$ cat config.mk
export PLATFORM = sky130hd
export DESIGN_NAME = conv55_window_gen
export DESIGN_NICKNAME = d
export VERILOG_FILES = /design/src/rtl/conv55_pkg.sv /design/src/rtl/conv55_row_delay.sv /design/src/rtl/conv55_window_gen.sv
export SDC_FILE = /design/constraint.sdc
export NUM_CORES = 1
export LEC_CHECK = 0
export CAP_MARGIN = 20
export CORE_UTILIZATION = 41
export CTS_CLUSTER_DIAMETER = 30
export DETAILED_ROUTE_END_ITERATION = 8
export PLACE_DENSITY = 0.58
export SLEW_MARGIN = 20
export SYNTH_ARGS = -nofsm -noshare
export SYNTH_HDL_FRONTEND = slang
export SYNTH_SLANG_ARGS = --single-unit
$ cat constraint.sdc
create_clock -name clk -period 12 [get_ports clk]
set_clock_uncertainty 0.1 [all_clocks]
set_input_delay 1.2 -clock clk [delete_from_list [all_inputs] [get_ports clk]]
set_output_delay 1.2 -clock clk [all_outputs]
set_load 0.02 [all_outputs]
$ cat src/rtl/conv55_pkg.sv
// Shared constants, tap indexing and FSM state type for the 5x5 conv window path.
package conv55_pkg;

  localparam int K         = 5;
  localparam int NTAP      = 25;
  localparam int PIX_W_DEF = 6;

  typedef enum logic {
    FILL = 1'b0,
    RUN  = 1'b1
  } wg_state_t;

  function automatic int tap_idx(input int r, input int c);
    return K * r + c;
  endfunction

endpackage

$ cat src/rtl/conv55_row_delay.sv
// One-row pixel delay line: circular RAM addressed by a single wrap-around pointer.
// dout is the pixel written DEPTH enabled cycles ago; contents are never cleared.
module conv55_row_delay #(
  parameter int PIX_W = 6,
  parameter int DEPTH = 32
) (
  input  logic             clk,
  input  logic             rst,
  input  logic             en,
  input  logic [PIX_W-1:0] din,
  output logic [PIX_W-1:0] dout
);

  localparam int AW = (DEPTH > 1) ? $clog2(DEPTH) : 1;
  localparam logic [AW-1:0] PTR_LAST = AW'(DEPTH - 1);

  logic [PIX_W-1:0] mem [DEPTH];
  logic [AW-1:0]    ptr;

  // Read-before-write at the same slot yields exactly one row of delay.
  assign dout = mem[ptr];

  always_ff @(posedge clk) begin
    if (en) begin
      mem[ptr] <= din;
    end
  end

  always_ff @(posedge clk or posedge rst) begin
    if (rst) begin
      ptr <= '0;
    end else if (en) begin
      ptr <= (ptr == PTR_LAST) ? '0 : ptr + AW'(1);
    end
  end

endmodule

$ cat src/rtl/conv55_window_gen.sv
// Streaming 5x5 window generator over raster pixels, 1-clk registered window output.
// Macro CONV55_WINGEN_BACKPRESSURE_EN adds out_ready; otherwise in_ready=1 and every strobe must be taken.
module conv55_window_gen
  import conv55_pkg::*;
#(
  parameter int PIX_W = PIX_W_DEF,
  parameter int IMG_W = 32,
  parameter int IMG_H = 32
) (
  input  logic                  clk,
  input  logic                  rst,
  input  logic                  in_valid,
  input  logic [PIX_W-1:0]      in_pixel,
  output logic                  in_ready,
`ifdef CONV55_WINGEN_BACKPRESSURE_EN
  input  logic                  out_ready,
`endif
  output logic                  out_valid,
  output logic [NTAP*PIX_W-1:0] win_data,
  output logic                  frame_done
);

  localparam int CW = $clog2(IMG_W);
  localparam int RW = $clog2(IMG_H);
  localparam logic [CW-1:0] COL_LAST      = CW'(IMG_W - 1);
  localparam logic [RW-1:0] ROW_LAST      = RW'(IMG_H - 1);
  localparam logic [CW-1:0] COL_FIRST_WIN = CW'(K - 1);
  localparam logic [RW-1:0] ROW_FILL_LAST = RW'(K - 2);

  logic [CW-1:0]         col;
  logic [RW-1:0]         row;
  wg_state_t             state;
  wg_state_t             state_nxt;
  logic                  accept;
  logic                  col_last;
  logic                  row_last;
  logic                  win_load;
  logic                  frame_end;
  logic [PIX_W-1:0]      dly_in  [K-1];
  logic [PIX_W-1:0]      dly_out [K-1];
  logic [PIX_W-1:0]      col_in  [K];
  logic [PIX_W-1:0]      win     [K][K];
  logic [PIX_W-1:0]      win_nxt [K][K];
  logic [NTAP*PIX_W-1:0] win_flat;

  assign accept   = in_valid & in_ready;
  assign col_last = (col == COL_LAST);
  assign row_last = (row == ROW_LAST);

  // Raster position of the pixel currently on in_pixel.
  always_ff @(posedge clk or posedge rst) begin
    if (rst) begin
      col <= '0;
      row <= '0;
    end else if (accept) begin
      if (col_last) begin
        col <= '0;
        row <= row_last ? '0 : row + RW'(1);
      end else begin
        col <= col + CW'(1);
      end
    end
  end

  // Four chained row delays; delay i outputs the pixel i+1 rows above the input.
  assign dly_in[0] = in_pixel;
  for (genvar i = 1; i < K - 1; i++) begin : g_chain
    assign dly_in[i] = dly_out[i-1];
  end

  for (genvar i = 0; i < K - 1; i++) begin : g_dly
    conv55_row_delay #(
      .PIX_W (PIX_W),
      .DEPTH (IMG_W)
    ) u_row_delay (
      .clk  (clk),
      .rst  (rst),
      .en   (accept),
      .din  (dly_in[i]),
      .dout (dly_out[i])
    );
  end

  // Column entering the window: oldest row at the top, the live pixel at the bottom.
  for (genvar r = 0; r < K - 1; r++) begin : g_col
    assign col_in[r] = dly_out[K-2-r];
  end
  assign col_in[K-1] = in_pixel;

  always_comb begin
    for (int r = 0; r < K; r++) begin
      for (int c = 0; c < K - 1; c++) begin
        win_nxt[r][c] = win[r][c+1];
      end
      win_nxt[r][K-1] = col_in[r];
    end
  end

  always_ff @(posedge clk or posedge rst) begin
    if (rst) begin
      for (int r = 0; r < K; r++) begin
        for (int c = 0; c < K; c++) begin
          win[r][c] <= '0;
        end
      end
    end else if (accept) begin
      win <= win_nxt;
    end
  end

  always_comb begin
    win_flat = '0;
    for (int r = 0; r < K; r++) begin
      for (int c = 0; c < K; c++) begin
        win_flat[PIX_W*tap_idx(r, c) +: PIX_W] = win_nxt[r][c];
      end
    end
  end

  always_ff @(posedge clk or posedge rst) begin
    if (rst) begin
      state <= FILL;
    end else begin
      state <= state_nxt;
    end
  end

  always_comb begin
    state_nxt = state;
    win_load  = 1'b0;
    frame_end = 1'b0;
    case (state)
      FILL: begin
        if (accept && row == ROW_FILL_LAST && col_last) begin
          state_nxt = RUN;
        end
      end
      RUN: begin
        // Leftmost four columns of a row would straddle the previous row.
        win_load = accept && (col >= COL_FIRST_WIN);
        if (accept && row_last && col_last) begin
          state_nxt = FILL;
          frame_end = 1'b1;
        end
      end
      default: state_nxt = FILL;
    endcase
  end

  always_ff @(posedge clk or posedge rst) begin
    if (rst) begin
      win_data   <= '0;
      frame_done <= 1'b0;
    end else begin
      frame_done <= frame_end;
      if (win_load) begin
        win_data <= win_flat;
      end
    end
  end

`ifdef CONV55_WINGEN_BACKPRESSURE_EN
  assign in_ready = ~out_valid | out_ready;

  always_ff @(posedge clk or posedge rst) begin
    if (rst) begin
      out_valid <= 1'b0;
    end else if (win_load) begin
      out_valid <= 1'b1;
    end else if (out_ready) begin
      out_valid <= 1'b0;
    end
  end
`else
  assign in_ready = 1'b1;

  always_ff @(posedge clk or posedge rst) begin
    if (rst) begin
      out_valid <= 1'b0;
    end else begin
      out_valid <= win_load;
    end
  end
`endif

endmodule

## Yosys cells after proc, flatten, opt, wreduce, memory -nomap -nowiden

Memories as Yosys holds them, arrays and structs flattened.
Cells that the tools add are included.

| storage, ports and cells | value |
|---|---|
| bits of input ports | 9 |
| memory bits (writable) | 768 |
| output and inout bits | 153 |
| memories kept | 4 |
| logic and storage cells | 69 |
| bits in registers | 303 |

Memories:

| name | depth | width | read ports | clocked after memory_dff | write ports | line | source |
|---|---|---|---|---|---|---|---|
| g_dly[0].u_row_delay.mem | 32 | 6 | 1 | 0 | 1 | conv55_row_delay.sv:17 | `logic [PIX_W-1:0] mem [DEPTH];` |
| g_dly[1].u_row_delay.mem | 32 | 6 | 1 | 0 | 1 | conv55_row_delay.sv:17 |  |
| g_dly[2].u_row_delay.mem | 32 | 6 | 1 | 0 | 1 | conv55_row_delay.sv:17 |  |
| g_dly[3].u_row_delay.mem | 32 | 6 | 1 | 0 | 1 | conv55_row_delay.sv:17 |  |

| operators by class | value |
|---|---|
| equality and inequality tests | 7 |
| $add $sub $neg | 6 |
| multiplexer cells | 14 |
| bitwise logic cells | 1 |
| reductions and logical operators | 6 |
| order comparisons | 1 |

Operators by type and width:

| kind | count |
|---|---|
| adder 5 x 1 -> 5 bit (second input constant) | 6 |
| == test 5 bit (second input constant) | 6 |
| two-way mux 5 bit | 6 |
| two-way mux 1 bit | 7 |
| == test 5 x 2 -> 1 bit (second input constant) | 1 |
| greater-or-equal comparator 5 x 3 -> 1 bit (second input constant) | 1 |
| logical AND 1 bit | 5 |
| one-hot mux 1 bit (2 select lines) | 1 |
| AND reduction 2 bit | 1 |
| inverter 1 bit | 1 |

## Longest topological paths before layout

| logic depth | value |
|---|---|
| depth after elaboration | 5 |
| mapped depth | 8 |

## By module

Synthesis repeated with hierarchy kept, for this count alone.

| unflattened totals | value |
|---|---|
| cell total of the unflattened synthesis | 2,521 |
| area total of the unflattened synthesis | 42,594.6 sq um |

By module, submodules not included:

| module | cells an instance | seq. area each (sq um) | area an instance (sq um) | instances |
|---|---|---|---|---|
| conv55_row_delay | 472 | 5,890.6 | 7,983.9 | 4 |
| conv55_window_gen | 633 | 7,081.8 | 10,659.0 | 1 |

## Worst setup path after synthesis

No wires, ideal clock.

| timing | value |
|---|---|
| path type | input to register |
| start point | input in_valid |
| end point | memory g_dly[0].u_row_delay.mem[18][0], enable pin |
| path buffers | 3 |
| path slack | 9.047 ns |
| stages on the path | 5 |
| data arrival time | 2.476 ns |
| required time | 11.523 ns |
| cells stage by stage | buf_2 > clkbuf_1 > buf_2 > nand2_1 > nor3_1 |

| between the ends | value |
|---|---|
| cells in the longest elaborated chain, start to end | 2 |

RTL lines:

| item | line | source |
|---|---|---|
| from (decl) | conv55_window_gen.sv:12 | `input logic in_valid,` |
| two-way mux 1 bit | conv55_row_delay.sv:24 | `if (en) begin` |
| two-way mux 1 bit (implied by the code) | conv55_row_delay.sv:25 | `mem[ptr] <= din;` |
| to (decl) | conv55_row_delay.sv:17 |  |

Every way passes these cells.

==> metrics.cfg <==
[critical_path]
crit_family=simple AND/OR/NAND/NOR gates
r2r_end=g_dly[1].u_row_delay.mem[0][0]
cp-end-kind=register
r2r_setup_slack_ps=7350
path_class=register to register
crit_required_ps=12120
arrival_ps=4770
critPathMaxFanout=54
critical_path_buf_inv_count=1
r2r_cells=5
r2r_start=g_dly[0].u_row_delay.ptr[0]
path_cells=buf_4 > mux2i_1 > o22ai_1 > nor4_1 > nand2_1
crit_path_max_incr_delay_ps=980
slowest_stage=dfrtp_4
startpoint=g_dly[0].u_row_delay.ptr[0]
start_kind=register

[logic_synthesis]
syn_nets=2851
async_flop_share_pct=28.3
synth_ff_type=edfxtp_1
synth_area_per_cell_sq_um=15.0
yosys_warnings=0
yosysTopAreaCell=edfxtp_1
synthTopCellsByArea=edfxtp_1, dfrtp_1, mux2i_1
synth_edf_count=768
seq_area_frac_synth_pct=72.7
syn_area_sq_mm=0.0422
synth_cell_types=38
yosysTopAreaCellShare_pct=54.7
netlist_instances=2816
ys_ff_latch=1071

[timing]
fin_crit_sh_pct=38.8
final.setup.tns_ps=0
relSlewSlack_pct=27.1
final_max_slew_viol_count=0
rsz0062_at_grt=no
hold_viol=0
fmaxAchievable_mhz=215
period_needed_ps=4650
worst_pin_slew_ps=1090
finalSetupViolCount=0

[floorplanning]
initial_core_util_pct=41.4
die_area_sq_mm=0.104
fp.dieH_microns=323
coreArea_sq_mm=0.102
rows=117
fp.dieW_microns=323
io_pins=162

[flow_run]
drv_cap=0

[cts]
cts_tree=yes
clk_pin_slew_ps=50
cts_hold_buf=0
cts_post_setup_buffers_inserted=0
cts-root-buf=clkbuf_16
cts_resized=0
cts_made_buffers=207
clock_path_buffers=3
clk_latency_ps=790
clock-sinks=1071
cts.htree.levels=4

[placement]
post-dp-hpwl_mm=60.6
place_congestion=0.842
postPlaceCellArea_sq_mm=0.0450
io_buffer_count=160
dp.cells=4221

[power_and_ir_drop]
p_sw_share_pct=30.1
net-switching-power_mw=4.17
p_int_mw=9.69
combinationalPowerShare_pct=17.5
powerDensity_mw_per_mm2=265
leakage_nw=19.8
ir_worst_vdd_mv=0.165
p_seq_share_pct=40.3
clkPwrFrac_pct=42.3

[outcome]
outcome=finished clean

[worst_hold_path]
hold_start=win[53]
hold_class=register to register
min_to=win_data[95]
holdPathStages=2

[drt]
drt_iter0_drc=1804
dr_total_vias=24300
routed_wl_mm=97.3
firstDrtPassIters=5
detail_route.wl_per_cell_microns=21.1
via_per_inst=5.27
drc_errors=0
ant_nets=0

[layout]
fin_nets=3098
final_cell_mix=edfxtp_1, nand2_1, mux2i_1, dfrtp_1, clkbuf_16
drive_above_1_share_pct=16.3
layout.cells.non_filler=4617
area_growth_pct=24.2
fin_area_sq_mm=0.0523
final_common_cell=edfxtp_1
fin_util_pct=51.4
antennaDiodeCount=0

[grt]
grt_use_total_pct=19.0
grt-ovfl-total=0
antenna_found_initial=2
grt_pass1_vias=25300
grt_max_degree=112
grt_first_pass_wirelength_mm=150

-- layout make-up --
type                            instances  area [sq um]
Clock buffer                          231          5370
Clock inverter                        164          1920
Fill cell                            8483         49500
Inverter                               13          61.3
Multi-Input combinational cell       1578         10800
Sequential cell                      1071         30700
Tap cell                             1368          1710
Timing Repair Buffer                  192          1860
-- metrics by stage --
step | power (mW) | hold slack (ps) | setup WS [ps]
after floorplan | 7.02 | 335 | 2330
after global placement | 7.98 | 350 | 7130
after detailed placement | 8.08 | 351 | 7100
after CTS | 14.0 | 365 | 7010
after global routing | 14.4 | 384 | 7070
final | 13.9 | 361 | 7350
-- Yosys cell counts, types with 4 or more instances --
library cell and instances:
and3_1 10, a31oi_1 50, nand4bb_1 24, o21ai_0 27, nand3b_1 16, buf_6 7, buf_2 77, nand2b_1 5
buf_4 5, mux2_2 102, a22o_1 4, nand4b_1 16, or3b_2 7, buf_1 17, edfxtp_1 768, nor4_1 48
inv_1 12, ha_1 26, nor3_1 15, dfrtp_1 303, nand3_1 7, or3_1 7, nand2_1 431, nand4_1 4
mux2i_1 386, o22ai_1 192, or4_1 4, nor2_1 174, clkbuf_1 48, or4b_1 16
-- state kept, by name (all words and copies together), names as in the netlist, 5 cells and up --
register / cells
row: 5
win_data: 150
win: 120
g_dly.u_row_delay.mem: 768
g_dly.u_row_delay.ptr: 20
col: 5
-- routing by layer --
metal	global-route usage, %	part of all wire, %	up-vias
li1	-	-	11200
met1	25.8	45	12300
met2	30.5	48	693
met3	3.93	5.5	145
met4	6.09	2.0	0
met5	0	0	-
-- worst max-delay path by stage --
stage / end / slack (ps) / cells after the start
2_1_floorplan: col[0] / 2330 / 1
3_3_place_gp: g_dly[3].u_row_delay.mem[11][2] / 7130 / 6
3_5_place_dp: g_dly[1].u_row_delay.mem[21][3] / 7100 / 5
4_1_cts: g_dly[1].u_row_delay.mem[0][3] / 7010 / 5
5_1_grt: g_dly[1].u_row_delay.mem[0][0] / 7070 / 5
6_report: g_dly[1].u_row_delay.mem[0][0] / 7350 / 5
-- power by group through the flow --
stage / combinational [mW] / clock [mW] / sequential [mW]
5_1_grt: 2.64 / 6.12 / 5.63
3_3_place_gp: 2.34 / 0 / 5.63
2_1_floorplan: 1.70 / 0 / 5.32
6_report: 2.42 / 5.86 / 5.58
4_1_cts: 2.44 / 5.94 / 5.59
3_5_place_dp: 2.43 / 0 / 5.65
-- logic make-up (layout without fill, tap and decap cells) --
group | Yosys count | count (layout) | share of synthesized area (%)
AO/OA/AOI/OAI | 277 | 277 | 4.11
buffers and inverters | 167 | 600 | 1.88
adder cells (fa/ha/maj) | 26 | 26 | 0.772
multiplexers | 488 | 488 | 11.9
AND/OR/NAND/NOR | 786 | 786 | 8.64
other | 1 | 1 | 0.00890
flip-flops | 1071 | 1071 | 72.7
-- worst reg2reg max path, cell delays in order (launching register included) --
cell     delay [ps]
dfrtp_4         980
buf_4           860
mux2i_1         310
o22ai_1         150
nor4_1          800
nand2_1         880
Note: power is estimated with default switching activity, not from simulation.
